$ cat src/rtl/rs_pe_row.sv
// Row-stationary PE row: holds P filter rows of S taps, slides an S-pixel window along
// an ifmap row and emits one psum per (column, filter), added to the neighbour's psum.
module rs_pe_row #(
  parameter int DATA_W = 16,
  parameter int ACC_W  = 16,
  parameter int S_MAX  = 8,
  parameter int P_MAX  = 4
) (
  input  logic              clk,
  input  logic              rst,
  input  logic [3:0]        S,
  input  logic [2:0]        P,
  input  logic [7:0]        W,
  input  logic              begin_layer,
  input  logic              flt_valid,
  output logic              flt_ready,
  input  logic [DATA_W-1:0] flt_data,
  input  logic              if_valid,
  output logic              if_ready,
  input  logic [DATA_W-1:0] if_data,
  input  logic              psum_in_valid,
  output logic              psum_in_ready,
  input  logic [ACC_W-1:0]  psum_in,
  output logic              out_valid,
  input  logic              out_ready,
  output logic [ACC_W-1:0]  out_psum,
  output logic              busy,
  output logic              PE_complete,
  output logic              cfg_err
);

  localparam int SIW = (S_MAX > 1) ? $clog2(S_MAX) : 1;
  localparam int PIW = (P_MAX > 1) ? $clog2(P_MAX) : 1;
  localparam logic [3:0] S_MAX_L = 4'(S_MAX);
  localparam logic [2:0] P_MAX_L = 3'(P_MAX);

  typedef enum logic [2:0] {IDLE, LOAD_F, FILL, MAC, ACC, OUT, DONE} state_t;
  state_t state_reg, state_next;

  logic [3:0]        s_reg;
  logic [2:0]        p_lat_reg;
  logic [7:0]        w_reg;
  logic [3:0]        cnt_reg;
  logic [2:0]        p_reg;
  logic [7:0]        x_reg;
  logic              cfg_err_reg;
  logic [ACC_W-1:0]  acc_reg;
  logic [ACC_W-1:0]  out_psum_reg;
  logic [DATA_W-1:0] flt_reg [P_MAX][S_MAX];
  logic [DATA_W-1:0] win_reg [S_MAX];
  logic [DATA_W-1:0] win_next [S_MAX];

  logic cfg_ok, flt_xfer, if_xfer, psum_xfer, out_xfer;
  logic last_s, last_p, last_x, fill_done;
  logic [DATA_W-1:0] flt_cur, win_cur;
  logic signed [2*DATA_W-1:0] prod;
  logic [ACC_W-1:0] acc_base;

  assign cfg_ok = (S != 4'd0) && (S <= S_MAX_L) && (P != 3'd0) && (P <= P_MAX_L)
                  && (W >= {4'd0, S});

  assign flt_ready     = (state_reg == LOAD_F);
  assign if_ready      = (state_reg == FILL);
  assign psum_in_ready = (state_reg == ACC);
  assign out_valid     = (state_reg == OUT);
  assign busy          = (state_reg != IDLE);
  assign PE_complete   = (state_reg == DONE);
  assign cfg_err       = cfg_err_reg;
  assign out_psum      = out_psum_reg;

  assign flt_xfer  = flt_valid && flt_ready;
  assign if_xfer   = if_valid && if_ready;
  assign psum_xfer = psum_in_valid && psum_in_ready;
  assign out_xfer  = out_valid && out_ready;

  assign last_s    = (cnt_reg == s_reg - 4'd1);
  assign last_p    = (p_reg == p_lat_reg - 3'd1);
  assign last_x    = (x_reg == w_reg - {4'd0, s_reg});
  // The first window needs S pixels; every later window slides in a single pixel.
  assign fill_done = if_xfer && ((x_reg != 8'd0) || last_s);

  assign flt_cur  = flt_reg[p_reg[PIW-1:0]][cnt_reg[SIW-1:0]];
  assign win_cur  = win_reg[cnt_reg[SIW-1:0]];
  assign prod     = (2*DATA_W)'($signed(flt_cur)) * (2*DATA_W)'($signed(win_cur));
  assign acc_base = (cnt_reg == 4'd0) ? '0 : acc_reg;

  // Window entry 0 is the oldest pixel; new pixels enter at S-1.
  for (genvar gi = 0; gi < S_MAX; gi++) begin : g_win
    if (gi < S_MAX - 1) begin : g_shift
      assign win_next[gi] = (4'(gi) == s_reg - 4'd1) ? if_data : win_reg[gi+1];
    end else begin : g_top
      assign win_next[gi] = if_data;
    end
  end

  always_ff @(posedge clk or negedge rst) begin
    if (!rst) state_reg <= IDLE;
    else      state_reg <= state_next;
  end

  always_comb begin
    state_next = state_reg;
    case (state_reg)
      IDLE:    if (begin_layer && cfg_ok) state_next = LOAD_F;
      LOAD_F:  if (flt_xfer && last_s && last_p) state_next = FILL;
      FILL:    if (fill_done) state_next = MAC;
      MAC:     if (last_s) state_next = ACC;
      ACC:     if (psum_xfer) state_next = OUT;
      OUT: begin
        if (out_xfer) begin
          if (!last_p)      state_next = MAC;
          else if (!last_x) state_next = FILL;
          else              state_next = DONE;
        end
      end
      DONE:    state_next = IDLE;
      default: state_next = IDLE;
    endcase
  end

  always_ff @(posedge clk or negedge rst) begin
    if (!rst) begin
      s_reg        <= '0;
      p_lat_reg    <= '0;
      w_reg        <= '0;
      cnt_reg      <= '0;
      p_reg        <= '0;
      x_reg        <= '0;
      cfg_err_reg  <= 1'b0;
      acc_reg      <= '0;
      out_psum_reg <= '0;
      for (int i = 0; i < P_MAX; i++)
        for (int j = 0; j < S_MAX; j++)
          flt_reg[i][j] <= '0;
      for (int j = 0; j < S_MAX; j++)
        win_reg[j] <= '0;
    end else begin
      if (if_xfer)
        for (int j = 0; j < S_MAX; j++)
          win_reg[j] <= win_next[j];
      case (state_reg)
        IDLE: begin
          if (begin_layer) begin
            if (cfg_ok) begin
              s_reg       <= S;
              p_lat_reg   <= P;
              w_reg       <= W;
              cnt_reg     <= '0;
              p_reg       <= '0;
              x_reg       <= '0;
              cfg_err_reg <= 1'b0;
            end else begin
              cfg_err_reg <= 1'b1;
            end
          end
        end
        LOAD_F: begin
          if (flt_xfer) begin
            flt_reg[p_reg[PIW-1:0]][cnt_reg[SIW-1:0]] <= flt_data;
            if (last_s) begin
              cnt_reg <= '0;
              p_reg   <= last_p ? 3'd0 : p_reg + 3'd1;
            end else begin
              cnt_reg <= cnt_reg + 4'd1;
            end
          end
        end
        FILL: begin
          if (if_xfer) cnt_reg <= fill_done ? 4'd0 : cnt_reg + 4'd1;
        end
        MAC: begin
          acc_reg <= acc_base + ACC_W'(prod);
          cnt_reg <= last_s ? 4'd0 : cnt_reg + 4'd1;
        end
        ACC: begin
          if (psum_xfer) out_psum_reg <= acc_reg + psum_in;
        end
        OUT: begin
          if (out_xfer) begin
            if (!last_p) begin
              p_reg <= p_reg + 3'd1;
            end else begin
              p_reg <= '0;
              if (!last_x) x_reg <= x_reg + 8'd1;
            end
          end
        end
        default: ;
      endcase
    end
  end

endmodule

$ cat config.mk
export PLATFORM = sky130hd
export DESIGN_NAME = rs_pe_row
export DESIGN_NICKNAME = d
export VERILOG_FILES = /design/src/rtl/rs_pe_row.sv
export SDC_FILE = /design/constraint.sdc
export NUM_CORES = 2
export LEC_CHECK = 0
export ABC_AREA = 1
export CORE_AREA = 2 2 317 319
export CTS_CLUSTER_DIAMETER = 150
export DETAILED_ROUTE_END_ITERATION = 7
export DIE_AREA = 0 0 319 321
export PLACE_DENSITY_LB_ADDON = 0.12
export SLEW_MARGIN = 40
export SYNTH_ARGS = -nofsm -noshare
export SYNTH_HDL_FRONTEND = slang
export SYNTH_SLANG_ARGS = --single-unit
export TNS_END_PERCENT = 5
$ cat constraint.sdc
create_clock -name clk -period 9 [get_ports clk]
set_clock_uncertainty 0.1 [all_clocks]
set_input_delay 1.35 -clock clk [delete_from_list [all_inputs] [get_ports clk]]
set_output_delay 1.35 -clock clk [all_outputs]
set_load 0.01 [all_outputs]
Yosys cells after proc, flatten, opt, wreduce, memory -nomap -nowiden
Index checks and enable logic that the tools add are counted.

operators by class
  add/subtract/negate cells = 8
  multiply operators = 1
  $lt $le $gt $ge = 7
  equality and inequality tests = 28
  multiplexer cells = 52
  bitwise logic cells = 2
  reduce and logical (&&, ||, !) cells = 33

operators by type and width
  cell                   count
  $bwmux W512            1
  $mux W128              3
  $bmux W128 S2          1
  $demux W128 S2         1
  $mux W16               13
  $bmux W16 S3           2
  $demux W16 S3          1
  $mux W3                14
  $mux W8                5
  $add A16 B16 Y16       2
  $mux W4                6
  $pmux W3 S6            1
  $reduce_and A6 Y1      3
  $mul A16 B16 Y16       1
  $ne A2 B1 Y1 const B   8
  $pmux W4 S4            1
  $pmux W8 S2            1
  $logic_and A1 B1 Y1    14
  $eq A3 B4 Y1 const A   3
  $ne A2 B2 Y1 const B   5
  $eq A3 B3 Y1 const B   3
  $pmux W3 S3            1
  $reduce_bool A3 Y1     3
  $add A8 B1 Y8 const B  1
  other kinds (31)       37

word-level totals
  flip-flop bits (word level) = 706
  input port bits = 70
  output and inout bits = 23

Logic depth before layout (Yosys ltp)
  depth after elaboration = 9
  gate-level depth with buffers = 41
  mapped depth without buffers = 38

Worst setup path after synthesis
OpenSTA, ideal clock, no wires.

  path type = flip-flop to flip-flop
  start = register p_reg[0]
  end = register acc_reg[14]
  arrival = 6.024 ns
  path slack = 2.750 ns
  cell stages (with the launch flop) = 33
  path buffers = 4
  path through = dfrtp_1 -> buf_4 -> inv_2 -> buf_4 -> buf_2 -> buf_2 -> o21ai_0 -> o21ai_0 -> a22o_1 -> nor2_1 -> nand2_1 -> inv_1 -> nor2_1 -> fa_1 -> inv_1 -> fa_1 -> inv_1 -> ha_1 -> fa_1 -> fa_1 -> inv_1 -> fa_1 -> inv_1 -> ha_1 -> a21oi_1 -> o21ai_0 -> a21oi_1 -> o21ai_0 -> a21oi_1 -> o21bai_1 -> or2_2 -> nand3_1 -> o21ai_0

between the ends
  longest elaborated chain between the ends = 9

RTL lines
  element                                       RTL line  RTL
  start: declaration                            44        logic [2:0] p_reg;
  start signal: assignment                      162       p_reg <= last_p ? 3'd0 : p_reg + 3'd1;
  start signal: assignment                      181       p_reg <= p_reg + 3'd1;
  $not A2 Y3 (not written as such)              82        assign flt_cur = flt_reg[p_reg[PIW-1:0]][cnt_reg[SIW-1:0]];
  $bmux W128 S2                                 82
  $mux W128 (not written as such) (2 in a row)  82
  $bmux W16 S3                                  82
  $mux W16 (not written as such) (2 in a row)   82
  $mul A16 B16 Y16                              84        assign prod = (2*DATA_W)'($signed(flt_cur)) * (2*DATA_W)'($signed(win_cur));
  $add A16 B16 Y16                              172       acc_reg <= acc_base + ACC_W'(prod);
  end signal: assignment                        172
  end: declaration                              47        logic [ACC_W-1:0] acc_reg;

No other way between the ends. The select of a mux whose other input is x is not followed.
A chain may end at the register's enable or synchronous reset.

Worst setup path in the final report
  start = register p_reg[1]
  end = register acc_reg[14]

Same word-level chain as after synthesis.

==> reports/qor.txt <==
most common cell after layout, fill and taps aside = nand2_1
Setup crit start kind = flip-flop
final worst slack = 1.345 ns
Mean Syn Cell Area = 7.635 µm²
CP delay by family, top = adder cells
Syn-to-layout area delta = 12.23%
worst slew pin tran = 0.9006 ns
# hold bufs at CTS = 0
cts repair resizes = 0
clock buffer depth = 3
vias in the first global route = 31810
CTS root buffer = clkbuf_16
FMAX = 0.1306 GHz
crit path buf inv count = 5
most frequent cells in the layout = 1459 x nand2_1, 975 x o21ai_0, 703 x dfrtp_1, 515 x inv_1, 443 x nor2_1
reg2reg setup slack = 1.35 ns
Period minus WS final = 7.655 ns
Ys Warns = 0
share of synthesized registers carrying an async set or reset = 100.0%
CP arrival = 8.06 ns
pre-CTS setup slack = 1.334 ns
via count = 32880
total track usage = 23.63%
post-synthesis simple-gate area fraction = 21.00%
Antenna Nets Post-Route = 0
Synth Flop Type = dfrtp_1
post-synthesis compound-gate area fraction = 16.10%
final worst-path cycle share = 85.05%
Die Ht = 321 µm
antenna violations before repair = 1
post-synthesis xor/xnor area fraction = 1.048%
slowest cell delay on critical path = 0.68 ns
worst hold path class = flip-flop to flip-flop
Final Wtd Congestion = 0.8646
WL final = 119.9 mm
status = finished, final reports clean
MaxCap Viol Count = 0
max reg flops = 512
port buffer count = 92
Die Wd = 319 µm
Worst-path clk slew = 0.06 ns
residual DRC count = 0
row cnt = 116
DRT Pass-1 Iters = 5
Max Slew Vio Count = 0
Synth cell types = 51
post-DP HPWL = 77.23 mm
post-synthesis mux area share = 0.02868%
unrepaired setup endpoints after global routing = no
largest family of logic cells by synthesized area = simple AND/OR/NAND/NOR gates
Final Hold Violating Endpoints = 0
Post-synth EDFFs = 0
initial DRC count = 2772
Skew-Pair Late Insertion Delay = 0.66 ns
Synth Area in Adders = 8.095%
CP max FO = 37
GR Overflow Total = 0
Top cell by count, worst path = fa_1
Net Count, Synth = 5409
core area = 99280 µm²
Setup Fix Bufs, Post-CTS = 0
Relative slew margins = 39.89%
WS Path Type = flip-flop to flip-flop
Via density = 5.118
pin count of the biggest net entering global routing = 138
Initial Utilization = 39.55%
layout cell share with drive strength beyond 1 = 5.442%
global-route wire length before repair = 190.5 mm
antenna cells = 0
CTS Buf Count = 84
Die ar. = 102400 µm²
#FFs+latches synth = 706
wire per inst = 18.66 µm
CTS tree = built
Filler Cells Inserted = 10290
number of I/O pins = 93
Seq/Total Area, Yosys = 45.00%
endpoint class of the critical path = flip-flop
Layout Nets = 5328
clock sinks = 706
Syn Inst Count = 5142
Slowest-stage cell, CP = dfrtp_4
setup violators final = 0
Worst Path Required = 9.40 ns
synthesized area = 39260 µm²
Layout Utilization = 44.39%
H-tree Lvls = 3
Setup TNS = 0 ns
[final cells by class]
type                    instances  area (µm²)  share of cell area (%)
clock buffers                 126        2470                   5.605
repair buffers                149        1592                   3.612
multi-input cells            3573       18280                   41.49
inverters                     547        2068                   4.694
clock inverters                26       354.1                  0.8036
well taps                    1298        1624                   3.686
flip-flops and latches        706       17680                   40.11
[path summary, 6_finish.rpt]
path                         startpoint           end  cells after the start
max in group asynchronous           rst  flt_reg[257]                      3
setup / recovery               p_reg[1]   acc_reg[14]                     28
hold / removal             flt_reg[320]  flt_reg[320]                      2
min in group asynchronous           rst   out_psum[1]                      1
hold reg to reg            flt_reg[320]  flt_reg[320]                      2
setup reg to reg               p_reg[1]   acc_reg[14]                     28
[logic make-up (layout without fill, tap and decap cells)]
| logic type | count (synthesis) | in the layout |
|---|---|---|
| AO/OA/AOI/OAI | 1232 | 1232 |
| XOR/XNOR | 47 | 47 |
| adder cells (fa/ha/maj) | 197 | 197 |
| buffers and inverters | 863 | 848 |
| flip-flops | 706 | 706 |
| multiplexers | 1 | 1 |
| AND/OR/NAND/NOR | 2096 | 2096 |
[layer usage]
metal / up-vias / wire, µm / GRT usage [%]
met5: - / 13 / 0
met4: 2 / 3118 / 6.468
met3: 157 / 4450 / 2.544
met2: 629 / 56080 / 38.94
met1: 15950 / 56250 / 33.10
li1: 16150 / - / -
[synth_stat cells, types with 6 or more instances]
| master | count | area (µm²) |
|---|---|---|
| a21oi_1 | 156 | 780.8 |
| buf_1 | 8 | 30.03 |
| buf_2 | 62 | 310.3 |
| buf_4 | 7 | 52.55 |
| buf_6 | 11 | 123.9 |
| clkbuf_1 | 228 | 855.8 |
| dfrtp_1 | 706 | 17670 |
| fa_1 | 95 | 1902 |
| ha_1 | 102 | 1276 |
| inv_1 | 523 | 1963 |
| inv_2 | 19 | 71.32 |
| nand2_1 | 1489 | 5589 |
| nand2_2 | 6 | 37.54 |
| nand3_1 | 99 | 495.5 |
| nand3b_1 | 7 | 52.55 |
| nand4_1 | 8 | 50.05 |
| nor2_1 | 449 | 1685 |
| nor3_1 | 16 | 80.08 |
| o21ai_0 | 975 | 4880 |
| o21ai_1 | 20 | 100.1 |
| o22ai_1 | 51 | 319.1 |
| xnor2_1 | 20 | 175.2 |
| xor2_1 | 27 | 236.5 |
[worst reg2reg max path, delay by kind of cell, from the launching register on]
kind | cells | cell delay, ns
DFF | 1 | 0.68
adders and majority gates | 7 | 2.86
and+or+nand+nor | 8 | 1.15
AOI/OAI and AO/OA | 8 | 1.44
buffers and inverters | 5 | 1.27
[metrics by stage]
stage               hold WS [ns]  area (µm²)  instances
floorplan                 0.3439       39260       5142
global placement          0.3592       41020       6269
detailed placement        0.3675       41150       6270
CTS                       0.3822       43980       6422
global route              0.3932       44060       6425
finish                    0.3770       44060       6425
Power is not shown: default switching activity piles up to over one toggle a cycle in this logic, so the estimate is an artifact.
